--- src/rtl/t03_nibble_tx.sv ---
// Snapshots nine upstream nibbles on start and streams them over a 4-bit valid/ready bus.
// Optional parity nibble when T03_NIBBLE_PARITY_EN is defined.
module t03_nibble_tx #(
    parameter int unsigned GAP_CYCLES = 2
) (
    input  logic       clk,
    input  logic       rst,
    input  logic       start,
    input  logic [3:0] x1_out1,
    input  logic [3:0] x1_out2,
    input  logic [3:0] y1_out1,
    input  logic [3:0] y1_out2,
    input  logic [3:0] x2_out1,
    input  logic [3:0] x2_out2,
    input  logic [3:0] y2_out1,
    input  logic [3:0] y2_out2,
    input  logic [3:0] player_state_out,
    input  logic       nib_ready,
    output logic [3:0] nib_data,
    output logic       nib_valid,
    output logic       nib_last,
    output logic       busy,
    output logic       done
);

`ifdef T03_NIBBLE_PARITY_EN
    localparam logic [3:0] LAST_IDX = 4'd9;
`else
    localparam logic [3:0] LAST_IDX = 4'd8;
`endif
    localparam logic [3:0] GAP_LAST = 4'(GAP_CYCLES - 1);

    typedef enum logic [1:0] {
        S_IDLE,
        S_SEND,
        S_GAP
    } state_t;

    state_t     r_state;
    logic [3:0] r_index;
    logic [3:0] r_gap_cnt;
    logic [3:0] r_shadow [9];
    logic [3:0] r_nib_data;
    logic       r_nib_valid;
    logic       r_nib_last;
    logic       r_busy;
    logic       r_done;

    logic [3:0] w_next_idx;
    logic [3:0] w_next_data;
    logic       w_xfer;

    assign w_next_idx = r_index + 4'd1;
    assign w_xfer     = r_nib_valid & nib_ready;

`ifdef T03_NIBBLE_PARITY_EN
    logic [3:0] w_parity;

    always_comb begin
        w_parity = 4'd0;
        for (int i = 0; i < 9; i++) begin
            w_parity = w_parity ^ r_shadow[i];
        end
    end
`endif

    // NOTE: every variable assigned in always_comb gets a default first so no latch is inferred.
    always_comb begin
        w_next_data = 4'd0;
        case (w_next_idx)
            4'd1:    w_next_data = r_shadow[1];
            4'd2:    w_next_data = r_shadow[2];
            4'd3:    w_next_data = r_shadow[3];
            4'd4:    w_next_data = r_shadow[4];
            4'd5:    w_next_data = r_shadow[5];
            4'd6:    w_next_data = r_shadow[6];
            4'd7:    w_next_data = r_shadow[7];
            4'd8:    w_next_data = r_shadow[8];
`ifdef T03_NIBBLE_PARITY_EN
            4'd9:    w_next_data = w_parity;
`endif
            default: w_next_data = 4'd0;
        endcase
    end

    // NOTE: sequential state uses non-blocking assignments only, so every register sees pre-edge values.
    always_ff @(posedge clk) begin
        if (rst) begin
            r_state     <= S_IDLE;
            r_index     <= 4'd0;
            r_gap_cnt   <= 4'd0;
            // NOTE: the shadow file is small and must read as zero after reset, so it is reset explicitly.
            for (int i = 0; i < 9; i++) begin
                r_shadow[i] <= 4'd0;
            end
            r_nib_data  <= 4'd0;
            r_nib_valid <= 1'b0;
            r_nib_last  <= 1'b0;
            r_busy      <= 1'b0;
            r_done      <= 1'b0;
        end else begin
            r_done <= 1'b0;
            case (r_state)
                S_IDLE: begin
                    if (start) begin
                        r_shadow[0] <= x1_out1;
                        r_shadow[1] <= x1_out2;
                        r_shadow[2] <= y1_out1;
                        r_shadow[3] <= y1_out2;
                        r_shadow[4] <= x2_out1;
                        r_shadow[5] <= x2_out2;
                        r_shadow[6] <= y2_out1;
                        r_shadow[7] <= y2_out2;
                        r_shadow[8] <= player_state_out;
                        r_index     <= 4'd0;
                        r_nib_data  <= x1_out1;
                        r_nib_valid <= 1'b1;
                        r_nib_last  <= 1'b0;
                        r_busy      <= 1'b1;
                        r_state     <= S_SEND;
                    end
                end
                S_SEND: begin
                    if (w_xfer) begin
                        if (r_index == LAST_IDX) begin
                            r_nib_valid <= 1'b0;
                            r_nib_last  <= 1'b0;
                            r_nib_data  <= 4'd0;
                            r_done      <= 1'b1;
                            if (GAP_CYCLES > 0) begin
                                r_gap_cnt <= 4'd0;
                                r_state   <= S_GAP;
                            end else begin
                                r_busy  <= 1'b0;
                                r_state <= S_IDLE;
                            end
                        end else begin
                            r_index    <= w_next_idx;
                            r_nib_data <= w_next_data;
                            r_nib_last <= (w_next_idx == LAST_IDX);
                        end
                    end
                end
                S_GAP: begin
                    if (r_gap_cnt == GAP_LAST) begin
                        r_gap_cnt <= 4'd0;
                        r_busy    <= 1'b0;
                        r_state   <= S_IDLE;
                    end else begin
                        r_gap_cnt <= r_gap_cnt + 4'd1;
                    end
                end
                default: r_state <= S_IDLE;
            endcase
        end
    end

    assign nib_data  = r_nib_data;
    assign nib_valid = r_nib_valid;
    assign nib_last  = r_nib_last;
    assign busy      = r_busy;
    assign done      = r_done;

endmodule

--- config.mk ---
export PLATFORM = sky130hd
export DESIGN_NAME = t03_nibble_tx
export DESIGN_NICKNAME = d
export VERILOG_FILES = /design/src/rtl/t03_nibble_tx.sv
export SDC_FILE = /design/constraint.sdc
export NUM_CORES = 1
export LEC_CHECK = 0
export BUFFER_PORTS_ARGS = -buffer_cell sky130_fd_sc_hd__clkbuf_2
export CAP_MARGIN = 25
export CELL_PAD_IN_SITES_DETAIL_PLACEMENT = 1
export CELL_PAD_IN_SITES_GLOBAL_PLACEMENT = 1
export CORE_MARGIN = 2
export CORE_UTILIZATION = 40
export CTS_BUF_LIST = sky130_fd_sc_hd__clkbuf_8
export DETAILED_ROUTE_END_ITERATION = 8
export GPL_TIMING_DRIVEN = 0
export PLACE_DENSITY = 0.82
export SLEW_MARGIN = 20
export SYNTH_ARGS = -nofsm -noshare
export SYNTH_HDL_FRONTEND = slang
export SYNTH_SLANG_ARGS = --single-unit
--- constraint.sdc ---
create_clock -name clk -period 1.77 [get_ports clk]
set_input_delay 0 -clock clk [delete_from_list [all_inputs] [get_ports clk]]
set_output_delay 0 -clock clk [all_outputs]
set_load 0.01 [all_outputs]
==> metrics.md <==
| Metric | Value |
|---|---|
| Avg Cell Area, Syn | 11.1 µm² |
| DP HPWL | 4170 µm |
| Min-delay worst type | primary input to flip-flop |
| Cell area after technology mapping | 2430 µm² |
| Net count of the mapped netlist | 267 |
| Area Overhead vs Synth | 37.9% |
| Filler-free cell count of the finished design | 386 |
| Initial Util | 41.4% |
| Warning count from the yosys run | 0 |
| Vias per Instance | 5.24 |
| Clock tree buffer depth | 2 |
| Peak supply drop | 461 µV |
| Router iterations before antenna repair | 7 |
| Inserted Clock Buffers | 5 |
| Total Power | 0.00230 W |
| Total grt overflow | 0 |
| Post-synthesis sequential area ratio | 54.3% |
| Total power divided by cell area | 685 nW/µm² |
| Post-synthesis instance total | 219 |
| Area occupied by registers | 1330 µm² |
| Site row count | 28 |
| Status | complete, but fails checks |
| Number of antenna violations at the first check in global routing | 0 |
| Total I/O pin count | 48 |
| Clk pin slew, worst setup/hold paths | 0.09 ns |
| Y dimension of the die | 82.0 µm |
| Diode count | 0 |
| Worst Path Max Fanout | 5 |
| Leading cell types in the layout, fill and taps excluded | sky130_fd_sc_hd__clkbuf_2 (49), sky130_fd_sc_hd__and2_1 (32), sky130_fd_sc_hd__edfxtp_1 (32) |
| Worst setup margin | -0.112 ns |
| Fill cells | 635 |
| Total global-route track usage | 21.2% |
| Slew @ Worst Pin | 0.758 ns |
| Number of enable flip-flop cells after synthesis | 32 |
| Chip width | 82.0 µm |
| Overall routed net length | 6610 µm |
| WL per Instance | 17.1 µm |
| Number of max-slew violations in the final report | 0 |
| Final critical-path share of the clock period | 106% |
| Cell at the root of the clock tree | sky130_fd_sc_hd__clkbuf_8 |
| Number of I/O port buffers | 46 |
| First-pass GRT wire length | 10,600 µm |
| Final critical path time including I/O delays and setup | 1.88 ns |
| Most used flip-flop cell after synthesis | sky130_fd_sc_hd__edfxtp_1 |
| Clock tree from TritonCTS | built |
| Number of max-cap violations | 0 |
| RSZ-0062 raised after global routing | true |
| Pin count of the biggest net entering global routing | 33 |
| Synth area leaders | sky130_fd_sc_hd__edfxtp_1 (39%), sky130_fd_sc_hd__dfxtp_1 (15%), sky130_fd_sc_hd__and2_1 (8.2%) |
| Tightest slew margin relative to the limit | 49.4% |
| #FFs+latches synth | 50 |
| Fin Clk Skew | 0.00591 ns |
| Worst setup path class | flip-flop to flip-flop |
| Iter 0 DRT Violations | 95 |
| GP Congestion | 0.797 |
| Worst path required time | 1.96 ns |
| Via Count | 2,023 |
| Final setup violation count | 35 |
| Type of destination of the critical path | flip-flop |
| Ys async rst share | 0% |
| Sinks on Clock Net | 50 |
| Most frequent standard cell in the layout excluding fill and tap cells | sky130_fd_sc_hd__clkbuf_2 |
| Startpoint type of the worst setup path | flip-flop |
| Total Nets Final | 358 |
| Via count of the first global-routing pass | 2,080 |
| Remaining DRCs | 0 |
| H-tree Lvls | 2 |
| Worst EP arrival | 2.07 ns |
| Std-Cell Core Area | 5890 µm² |
| Static Leakage | 1.38 nW |
| DIE AREA | 6730 µm² |
| Dpl cells | 340 |
| Violated checks | setup timing |
| Share of cells above drive strength 1 | 29.3% |
| Area used by multi-input combinational logic | 1140 µm² |
| Worst skew pair latency | 0.31 ns |
| Largest area contributor in the netlist | sky130_fd_sc_hd__edfxtp_1 |
| Number of nets still failing antenna checks after routing | 0 |
| Hold violation count in the final report | 0 |
| Portion of synthesized cell area occupied by the leading cell type | 39.5% |
| Count of unique library cells instantiated by Yosys | 47 |
| Highest achievable clock rate | 531 MHz |
layout make-up:
class / instances / share of cell area [%]
clock buffer: 5 / 2.05
timing repair buffer: 86 / 18.7
buffer: 10 / 1.94
inverter: 4 / 0.447
multi-input combinational: 153 / 34.1
tap: 75 / 2.80
sequential: 50 / 39.6
clock inverter: 3 / 0.410
worst max-delay path: stages (launching register included):
cell	delay (ns)
sky130_fd_sc_hd__dfxtp_4	0.39
sky130_fd_sc_hd__ha_4	0.20
sky130_fd_sc_hd__xnor2_4	0.27
sky130_fd_sc_hd__mux2_4	0.33
sky130_fd_sc_hd__a221o_1	0.31
sky130_fd_sc_hd__a22oi_2	0.18
sky130_fd_sc_hd__o22ai_1	0.09
final timing paths:
check,from,to,slack [ns],cells past startpoint
min reg2reg,busy$_SDFFE_PP0P_,busy$_SDFFE_PP0P_,0.52,2
max,r_index[1]$_SDFFE_PP0P_,nib_data[0]$_SDFFE_PP0P_,-0.11,6
max reg2reg,r_index[1]$_SDFFE_PP0P_,nib_data[0]$_SDFFE_PP0P_,-0.11,6
min,x1_out1[0],nib_data[0]$_SDFFE_PP0P_,0.05,3
power by group:
part	switching [W]	total [W]	internal [W]
logic	0.000132	0.000280	0.000148
registers	0.0000361	0.00135	0.00132
clock network	0.000394	0.000665	0.000271
registers in the layout, summed over array words and instances (netlist names):
signal and flops:
busy 1, r_index 4, r_gap_cnt 4, nib_data 4, nib_last 1, done 1
r_shadow 32, nib_valid 1, r_state 2
Yosys cell counts, types with 2 or more instances:
cell type                  number
sky130_fd_sc_hd__and2_1        32
sky130_fd_sc_hd__edfxtp_1      32
sky130_fd_sc_hd__nor2_1        21
sky130_fd_sc_hd__dfxtp_1       18
sky130_fd_sc_hd__a21oi_1       13
sky130_fd_sc_hd__nand2_1       10
sky130_fd_sc_hd__ha_1           8
sky130_fd_sc_hd__clkbuf_1       7
sky130_fd_sc_hd__nand3_1        6
sky130_fd_sc_hd__a22oi_1        5
sky130_fd_sc_hd__a21o_1         4
sky130_fd_sc_hd__inv_1          4
sky130_fd_sc_hd__nand3b_1       4
sky130_fd_sc_hd__o21ai_0        4
sky130_fd_sc_hd__a222oi_1       3
sky130_fd_sc_hd__a22o_1         3
sky130_fd_sc_hd__nand4_1        3
sky130_fd_sc_hd__xnor2_1        3
sky130_fd_sc_hd__a221oi_1       2
sky130_fd_sc_hd__buf_2          2
sky130_fd_sc_hd__buf_4          2
sky130_fd_sc_hd__mux2_2         2
sky130_fd_sc_hd__nand2b_1       2
sky130_fd_sc_hd__nor2b_1        2
sky130_fd_sc_hd__nor3b_1        2
sky130_fd_sc_hd__o211ai_1       2
sky130_fd_sc_hd__o22ai_1        2
sky130_fd_sc_hd__xor2_1         2
metrics by stage:
stage                     setup slack [ns]  util (%)  setup TNS (ns)  instance area [µm²]  hold WS (ns)
final                               -0.112      57.0          -0.805                 3360        0.0468
after CTS                          -0.0910      55.7           -1.07                 3280        0.0397
after detailed placement            -0.428      47.3          -19.18                 2790         0.282
after floorplan                   0.000558         -               0                 2460         0.198
after global routing                -0.166      57.0           -6.52                 3360        0.0462
after global placement              -0.314      47.3          -17.19                 2790         0.280
kinds of logic (layout without fill, tap and decap cells):
kind of cell / count (synthesis) / in the layout / synth area share [%]
AO/OA/AOI/OAI: 47 / 47 / 13.7
adder cells (fa/ha/maj): 8 / 8 / 4.11
XOR/XNOR: 7 / 7 / 3.60
flip-flops: 50 / 50 / 54.3
AND/OR/NAND/NOR: 87 / 87 / 19.5
multiplexers: 4 / 4 / 1.95
buffers and inverters: 16 / 108 / 2.88
routing by layer:
| metal | vias up | wire, µm | GRT usage, % |
|---|---|---|---|
| met1 | 996 | 2810 | 26.7 |
| met4 | 0 | 88 | 6.17 |
| met3 | 8 | 217 | 3.74 |
| li1 | 972 | - | - |
| met5 | - | 0 | 0 |
| met2 | 47 | 3500 | 37.0 |
timing repair:
action	in CTS	in global routing
buffers inserted	8	1
hold endpoints to repair	31	0
setup endpoints to repair	66	66
gates resized for setup	15	13
pin swaps	6	15
hold buffers	31	0
Power figures use the tool's default switching activity.
